### config.mk
export PLATFORM = sky130hd
export DESIGN_NAME = vec_queue_arbiter
export DESIGN_NICKNAME = d
export VERILOG_FILES = /design/src/rtl/vec_queue_arbiter.sv
export SDC_FILE = /design/constraint.sdc
export NUM_CORES = 1
export LEC_CHECK = 0
export CAP_MARGIN = 20
export CELL_PAD_IN_SITES_DETAIL_PLACEMENT = 0
export CELL_PAD_IN_SITES_GLOBAL_PLACEMENT = 1
export CORE_MARGIN = 8
export CORE_UTILIZATION = 39
export DETAILED_ROUTE_END_ITERATION = 8
export DONT_BUFFER_PORTS = 1
export HOLD_SLACK_MARGIN = 0.1
export PLACE_DENSITY_LB_ADDON = 0.1
export SYNTH_ARGS = -nofsm -noshare
export SYNTH_HDL_FRONTEND = slang
export SYNTH_SLANG_ARGS = --single-unit
### constraint.sdc
create_clock -name clk -period 3.65 [get_ports clk]
set_input_delay 0.365 -clock clk [delete_from_list [all_inputs] [get_ports clk]]
set_output_delay 0.365 -clock clk [all_outputs]
set_load 0.01 [all_outputs]
### src/rtl/vec_queue_arbiter.sv
// vec_queue_arbiter: round-robin packet arbiter sharing one val/rdy queue among NUM_REQ requesters
module vec_queue_arbiter #(
  parameter int NUM_REQ = 4,
  parameter int WIDTH   = 8,
  parameter int ID_W    = $clog2(NUM_REQ)
) (
  input  logic                     clk,
  input  logic                     reset,
  input  logic [NUM_REQ*WIDTH-1:0] req_msg,
  input  logic [NUM_REQ-1:0]       req_val,
  input  logic [NUM_REQ-1:0]       req_last,
  output logic [NUM_REQ-1:0]       req_rdy,
  output logic [WIDTH-1:0]         send_msg,
  output logic [ID_W-1:0]          send_src,
  output logic                     send_last,
  output logic                     send_val,
  input  logic                     send_rdy,
  output logic                     grant_active,
  output logic [ID_W-1:0]          grant_id
);
  typedef enum logic {IDLE, LOCKED} state_t;
  state_t          fsm_q, fsm_d;
  logic [ID_W-1:0] owner_q, owner_d, rr_ptr_q, rr_ptr_d, sel, sel_inc;
  logic            any, own_val, fire, done;
  // pick the requester: rotating scan from rr_ptr when idle, the locked owner otherwise
  always_comb begin
    sel     = '0;
    own_val = 1'b0;
    for (int k = NUM_REQ - 1; k >= 0; k--)
      for (int i = 0; i < NUM_REQ; i++)
        if (i == (int'(rr_ptr_q) + k) % NUM_REQ && req_val[i]) sel = ID_W'(i);
    for (int i = 0; i < NUM_REQ; i++)
      if (ID_W'(i) == owner_q) own_val = req_val[i];
    if (fsm_q == LOCKED) sel = owner_q;
    any     = !reset && ((fsm_q == LOCKED) ? own_val : |req_val);
    sel_inc = (sel == ID_W'(NUM_REQ - 1)) ? '0 : sel + ID_W'(1);
  end
  // forward the selected beat and steer ready back to its requester only
  always_comb begin
    send_msg  = '0;
    send_last = 1'b0;
    req_rdy   = '0;
    for (int i = 0; i < NUM_REQ; i++) begin
      if (ID_W'(i) == sel) begin
        send_msg  = req_msg[i*WIDTH +: WIDTH];
        send_last = req_last[i];
      end
      req_rdy[i] = any && send_rdy && ID_W'(i) == sel;
    end
    send_val = any;
    send_src = sel;
  end
  // next state: lock on a stalled or non-final beat, release and rotate when the last beat is taken
  always_comb begin
    fire     = send_val && send_rdy;
    done     = fire && send_last;
    fsm_d    = done ? IDLE : (fsm_q == LOCKED || any) ? LOCKED : IDLE;
    owner_d  = (fsm_q == IDLE && any && !done) ? sel : owner_q;
    rr_ptr_d = done ? sel_inc : rr_ptr_q;
  end
  // arbitration state registers
  always_ff @(posedge clk or posedge reset) begin
    if (reset) begin
      fsm_q    <= IDLE;
      owner_q  <= '0;
      rr_ptr_q <= '0;
    end else begin
      fsm_q    <= fsm_d;
      owner_q  <= owner_d;
      rr_ptr_q <= rr_ptr_d;
    end
  end
  assign grant_active = (fsm_q == LOCKED);
  assign grant_id     = owner_q;
endmodule

==> out/qor.csv <==
metric;value;unit
H-Tree Depth;1;
clk_lat worst skew;0.24;ns
CTS buffer count;3;
Leak Pwr;0.000335;uW
Reg clk slew, reported paths;0.04;ns
final slew viol count;0;
Net Sw Power;551;uW
crit-path cells;or3b_2 -> o221ai_1 -> nor2_1 -> a21oi_2 -> inv_1 -> ha_1 -> nor2b_1 -> buf_4 -> a22oi_1 -> nor2_1 -> a21oi_1 -> o21ai_0;
Placement Cell Area;788;sq um
Levels on crit path;12;
vias in the first global route;757;
CTS tree;built;
Crit path top cell by count;nor2_1;
Longest Clk Path Bufs;2;
GR Overflow Total;0;
Area growth syn-to-layout;9.24;%
status;completed;
Seq pwr share;15.7;%
CP peak stage delay;0.49;ns
Buf/Inv on CP;2;
fin util;43.6;%
pin count of the biggest net entering global routing;20;
CP max-delay cell;or3b_2;
final instance area;828;sq um
Clk network pwr share;6.4;%
FMAX;291;MHz
min Tclk post-route;3.44;ns
initial antenna violation count;0;
IO buf count;0;
Die H;60.1;um
Initial Util;39.9;%
synth warn;0;
CTS root buffer;clkbuf_4;
# IOs;62;
GRT Total Usage;12.6;%
pwr dens;1160;nW/um^2
clock skew;0.00333;ns
DR vias;804;
post-synth cell types;28;
switching share of power;57.1;%
WL/cell;18.1;um
crit end category;output port;
worst vdd ir;0.000684;V
netlist area before placement;758;sq um
Worst Path Class, Setup;reg -> out;
CP arrival;3.08;ns
actual slew at the worst max-slew pin;0.557;ns
combinational share of power;77.8;%
Req. time, crit path;3.28;ns
GPL Wtd Cong;0.804;
final setup fails;0;
hpwl dp;2070;um
cells after synthesis;108;
Critical path origin;rr_ptr_q[1];
reg2reg start;rr_ptr_q[1];
Final Cycle Share;94.3;%
DRC viols;0;
post-route ant nets;0;
diode count;0;
Post-Layout Cell Count;136;
layout cells sized above 1;19.3;%
FF-to-FF path depth;12;
CTS sink cnt;5;
Net Count, Synth;155;
drt initial violations;28;
Post-CTS Setup Repair Bufs;0;
crit path max fanout;12;
Core Region;1900;sq um
max cap viols;0;
delay-heaviest family, CP;simple AND/OR/NAND/NOR gates;
Hold Crit Class;in -> reg;
FF+latch count, synth;5;
nets;157;
Mean Syn Cell Area;7.02;sq um
Inst Count DP;131;
Hold Startpoint;req_val[3];
die area;3610;sq um
# rows;16;
drt pass-1 iters;6;
WL final;2470;um
Via density;5.91;
first-pass GRT wire length;3460;um
Max-slew headroom;62.9;%
Seq/Total Area, Yosys;16.5;%
final hold viol count;0;
Int Power;413;uW
worst hold path depth;2;
die span in x;60.1;um
Critical Path Source Type;register;
most frequent cells in the layout;a21oi_1 (13), nand2_1 (13), nor2_1 (11);
synth_stat cells:
master	n	area share (%)
o311ai_0	1	1.2
o221ai_1	1	1.2
nand2b_1	2	1.6
a211oi_2	1	1.6
and2_4	1	1.2
nor2_1	11	5.4
a22oi_1	8	7.9
nor3_1	1	0.66
and2_1	1	0.83
dfrtp_1	5	17
a21oi_1	14	9.2
o22ai_1	1	0.83
a21boi_0	1	0.99
mux2i_1	3	4.0
mux2_2	4	5.9
and2_2	4	4.0
or4_4	1	1.5
o21ai_0	10	6.6
ha_1	4	6.6
inv_1	6	3.0
nor3_2	1	1.3
nand3b_1	1	0.99
nand2_1	13	6.4
or3b_2	1	1.2
o21ai_4	1	2.1
clkbuf_1	7	3.5
nor2b_1	3	2.5
o32a_1	1	1.3
kinds of logic (layout without fill, tap and decap cells):
| logic type | after synthesis | after routing | synth area share [%] |
|---|---|---|---|
| muxes | 7 | 7 | 9.90 |
| buffers and inverters | 13 | 14 | 6.44 |
| and+or+nand+nor | 40 | 40 | 27.6 |
| adders and majority gates | 4 | 4 | 6.60 |
| AOI/OAI and AO/OA | 39 | 39 | 33.0 |
| DFF | 5 | 5 | 16.5 |
state kept, by name (all words and copies together) (netlist names):
signal and count:
grant_id 2, rr_ptr_q 2, grant_active 1
path summary, 6_finish.rpt:
path	slack (ns)	to
worst max register to register	0.52	rr_ptr_q[1]
worst min-delay path	0.38	grant_active
min in group asynchronous	0.50	rr_ptr_q[1]
max in group asynchronous	2.94	rr_ptr_q[0]
worst min register to register	0.62	grant_id[1]
worst max-delay path	0.21	send_msg[6]
area by class of cell:
type	count	area (sq um)
fill	208	1070
timing repair buffer	4	32.5
clock buffer	4	26.3
multi-input combinational	90	588
inverter	6	22.5
sequential	5	125
tap	27	33.8
power groups by stage:
stage	Combinational [uW]	Sequential, uW	Clock (uW)
floorplan	599	124	0
global placement	739	148	0
detailed placement	749	151	0
CTS	752	150	64.7
global route	838	159	68.0
finish	751	152	61.8
per-stage QoR:
step	hold WS [ns]	setup TNS (ns)	power, uW	setup slack, ns
global route	0.386	-0.00179	1070	-0.00179
CTS	0.383	0	967	0.0886
global placement	0.206	0	886	0.455
floorplan	0.174	0	723	0.481
detailed placement	0.201	0	900	0.367
finish	0.381	0	964	0.209
layer usage:
layer,part of all wire (%),global-route usage (%),vias up
li1,-,-,385
met1,36,11.3,358
met2,47,23.1,59
met3,16,6.88,2
met4,0.28,4.42,0
met5,0,0,-
repair_timing:
item,4_1_cts,5_1_grt
resized for setup,0,5
endpoints found under the hold margin,5,0
hold buffers,1,0
setup endpoints to repair,0,7
Note: power is estimated with default switching activity, not from simulation.
==> RTL change: new RTL, config.mk and constraints unchanged <==
Make the reset (`reset`) synchronous in one clocked block.
--- a/src/rtl/vec_queue_arbiter.sv
+++ b/src/rtl/vec_queue_arbiter.sv
@@ -61,3 +61,3 @@
   // arbitration state registers
-  always_ff @(posedge clk or posedge reset) begin
+  always_ff @(posedge clk) begin
     if (reset) begin
Function: differs if reset is asserted again (counterexample within 4 cycles, from zero or initial values and one cycle with reset high); with reset held inactive, the same outputs for 4 cycles.
==> RTL change against the unedited design <==
Synthesized area rose by 2.0%. Cell area fell by 1.2%. Clock skew fell by 0.0031 ns. Worst setup slack improved by 0.16 ns. Maximum frequency rose by 5.0%. Wire length fell by 1.1%. Sequential cell count did not move. Final cell count rose by 0.74%.
Power is left out: it rests on default switching activity, and per cell area and clock period it moved more than threefold.
==> RTL change: results (changes against the unedited design) <==
| Metric | Value |
|---|---|
| Status | finished, final reports clean |
| Grt met1 use | 0.135 (+0.0218) |
| First-pass GRT wire length | 3520 um (+1.6%) |
| Length of routed met3 wiring | 420 um (+4.2%) |
| GPL Wtd Cong | 0.824 (+2.5%) |
| Worst flop-to-flop path startpoint | rr_ptr_q[0]$_SDFFE_PP0P_ |
| Met3 Track Usage GR | 0.0614 (-0.00738) |
| Synth top cells by count | 15 x a21oi_1, 12 x nand2_1, 9 x nor2_1, 8 x inv_1, 8 x o21ai_1 |
| Number of detailed-route iterations in the first pass | 4 (-2) |
| Routed length on met2 | 1050 um (-9.8%) |
| Inserted Clock Buffers | 3 (unchanged) |
| Worst-path maximum fanout | 13 (+1) |
| Antenna Cells | 0 (unchanged) |
| M2 GR Usage | 0.197 (-0.0341) |
| CP Capture Point | send_msg[2] |
| Seq/Total Area, Yosys | 0.129 (-0.0356) |
| Via count | 786 (-2.2%) |
| Critical path's largest stage delay | 0.44 ns (-0.05 ns) |
| Ys flop type | dfxtp_1 |
| Min-Delay Endpoint | grant_id[1]$_SDFFE_PP0P_ |
| Vias in the first global route | 731 (-3.4%) |
| WL per Instance | 17.8 um (-1.9%) |
| Delay-heaviest family, CP | compound AO/OA/AOI/OAI gates |
| Nets | 158 (+0.64%) |
| Sequential cell area share | 0.122 (-0.0287) |
| Async set-reset flop share out of synthesis | 0 (-1.00) |
| Layout clock area frac | 0.0321 (+0.000388) |
| Number of sequential cells | 5 (unchanged) |
| Layout inverter count without the clock tree | 10 (+4) |
| Count of non-CTS buffers in the layout | 2 (-2) |
| CTS tree | yes |
| Fill cells | 219 (+5.3%) |
| Global-route usage over all layers | 0.123 (-0.00313) |
| Worst Clk Skew | 0.000264 ns (-0.00307 ns) |
| Flop2flop setup slack | 0.60 ns (+0.08 ns) |
| HP Class | input pin to register |
| Post-Route M1 WL | 937 um (+4.3%) |
| DRT iter0 DRCs | 26 (-7.1%) |
| Reg2reg end | grant_id[0]$_SDFFE_PP0P_ |
| Setup Buffers After CTS | 0 (unchanged) |
| Multi-input comb cells | 89 (-1.1%) |
| Worst r2r path cells | 10 (-2) |
| Hold Path Stages | 1 (-1) |
| Non-clock buffering overhead | 0.0183 (-0.0209) |
| Synth cell types | 33 (+18%) |
| Share of layout cells above drive strength 1 | 0.127 (-0.0654) |
| Arr. time, crit path | 2.91 ns (-0.17 ns) |
| Worst-margin pin slew | 0.543 ns (-0.0142 ns) |
| Clock buf count | 4 (unchanged) |
| Max stage delay cell, worst path | nor2b_1 |
| Detailed Place HPWL | 2030 um (-2.2%) |
| Largest cells by area after synthesis | dfxtp_1 13%, a21oi_1 9.7%, a22oi_1 6.8% |
| Area of the multi-input gates | 606 sq um (+3.0%) |
| Critical path type | register to output port |
| Min-delay src | reset |
[RTL change: cell count changes in the layout (fill, tap and decap cells not counted), sizes merged, moves of 2 or more]
| cell | delta |
|---|---|
| a21oi | +3 |
| and2 | -4 |
| and3 | +4 |
| dfxtp | +5 |
| mux2i | -2 |
| inv | +4 |
| nor2 | -2 |
| dfrtp | -5 |
| mux2 | -2 |
| a31oi | +3 |
[RTL change: kinds of logic after synthesis]
family	after synthesis	synth area share
adder cells (fa/ha/maj)	5	0.0793
flip-flops	5	0.129
AND/OR/NAND/NOR	36	0.244
AO/OA/AOI/OAI	45	0.418
multiplexers	3	0.0421
buffers and inverters	16	0.0874
[RTL change: per-stage QoR]
stage	setup slack, ns	cells	hold WS (ns)	util	cell area, sq um
after floorplan	0.976	110	0.437	-	773
after global placement	0.563	133	0.439	0.412	792
after detailed placement	0.566	133	0.441	0.412	792
after CTS	0.369	137	0.183	0.426	818
after global routing	0.109	137	0.177	0.426	818
final	0.373	137	0.190	0.426	818
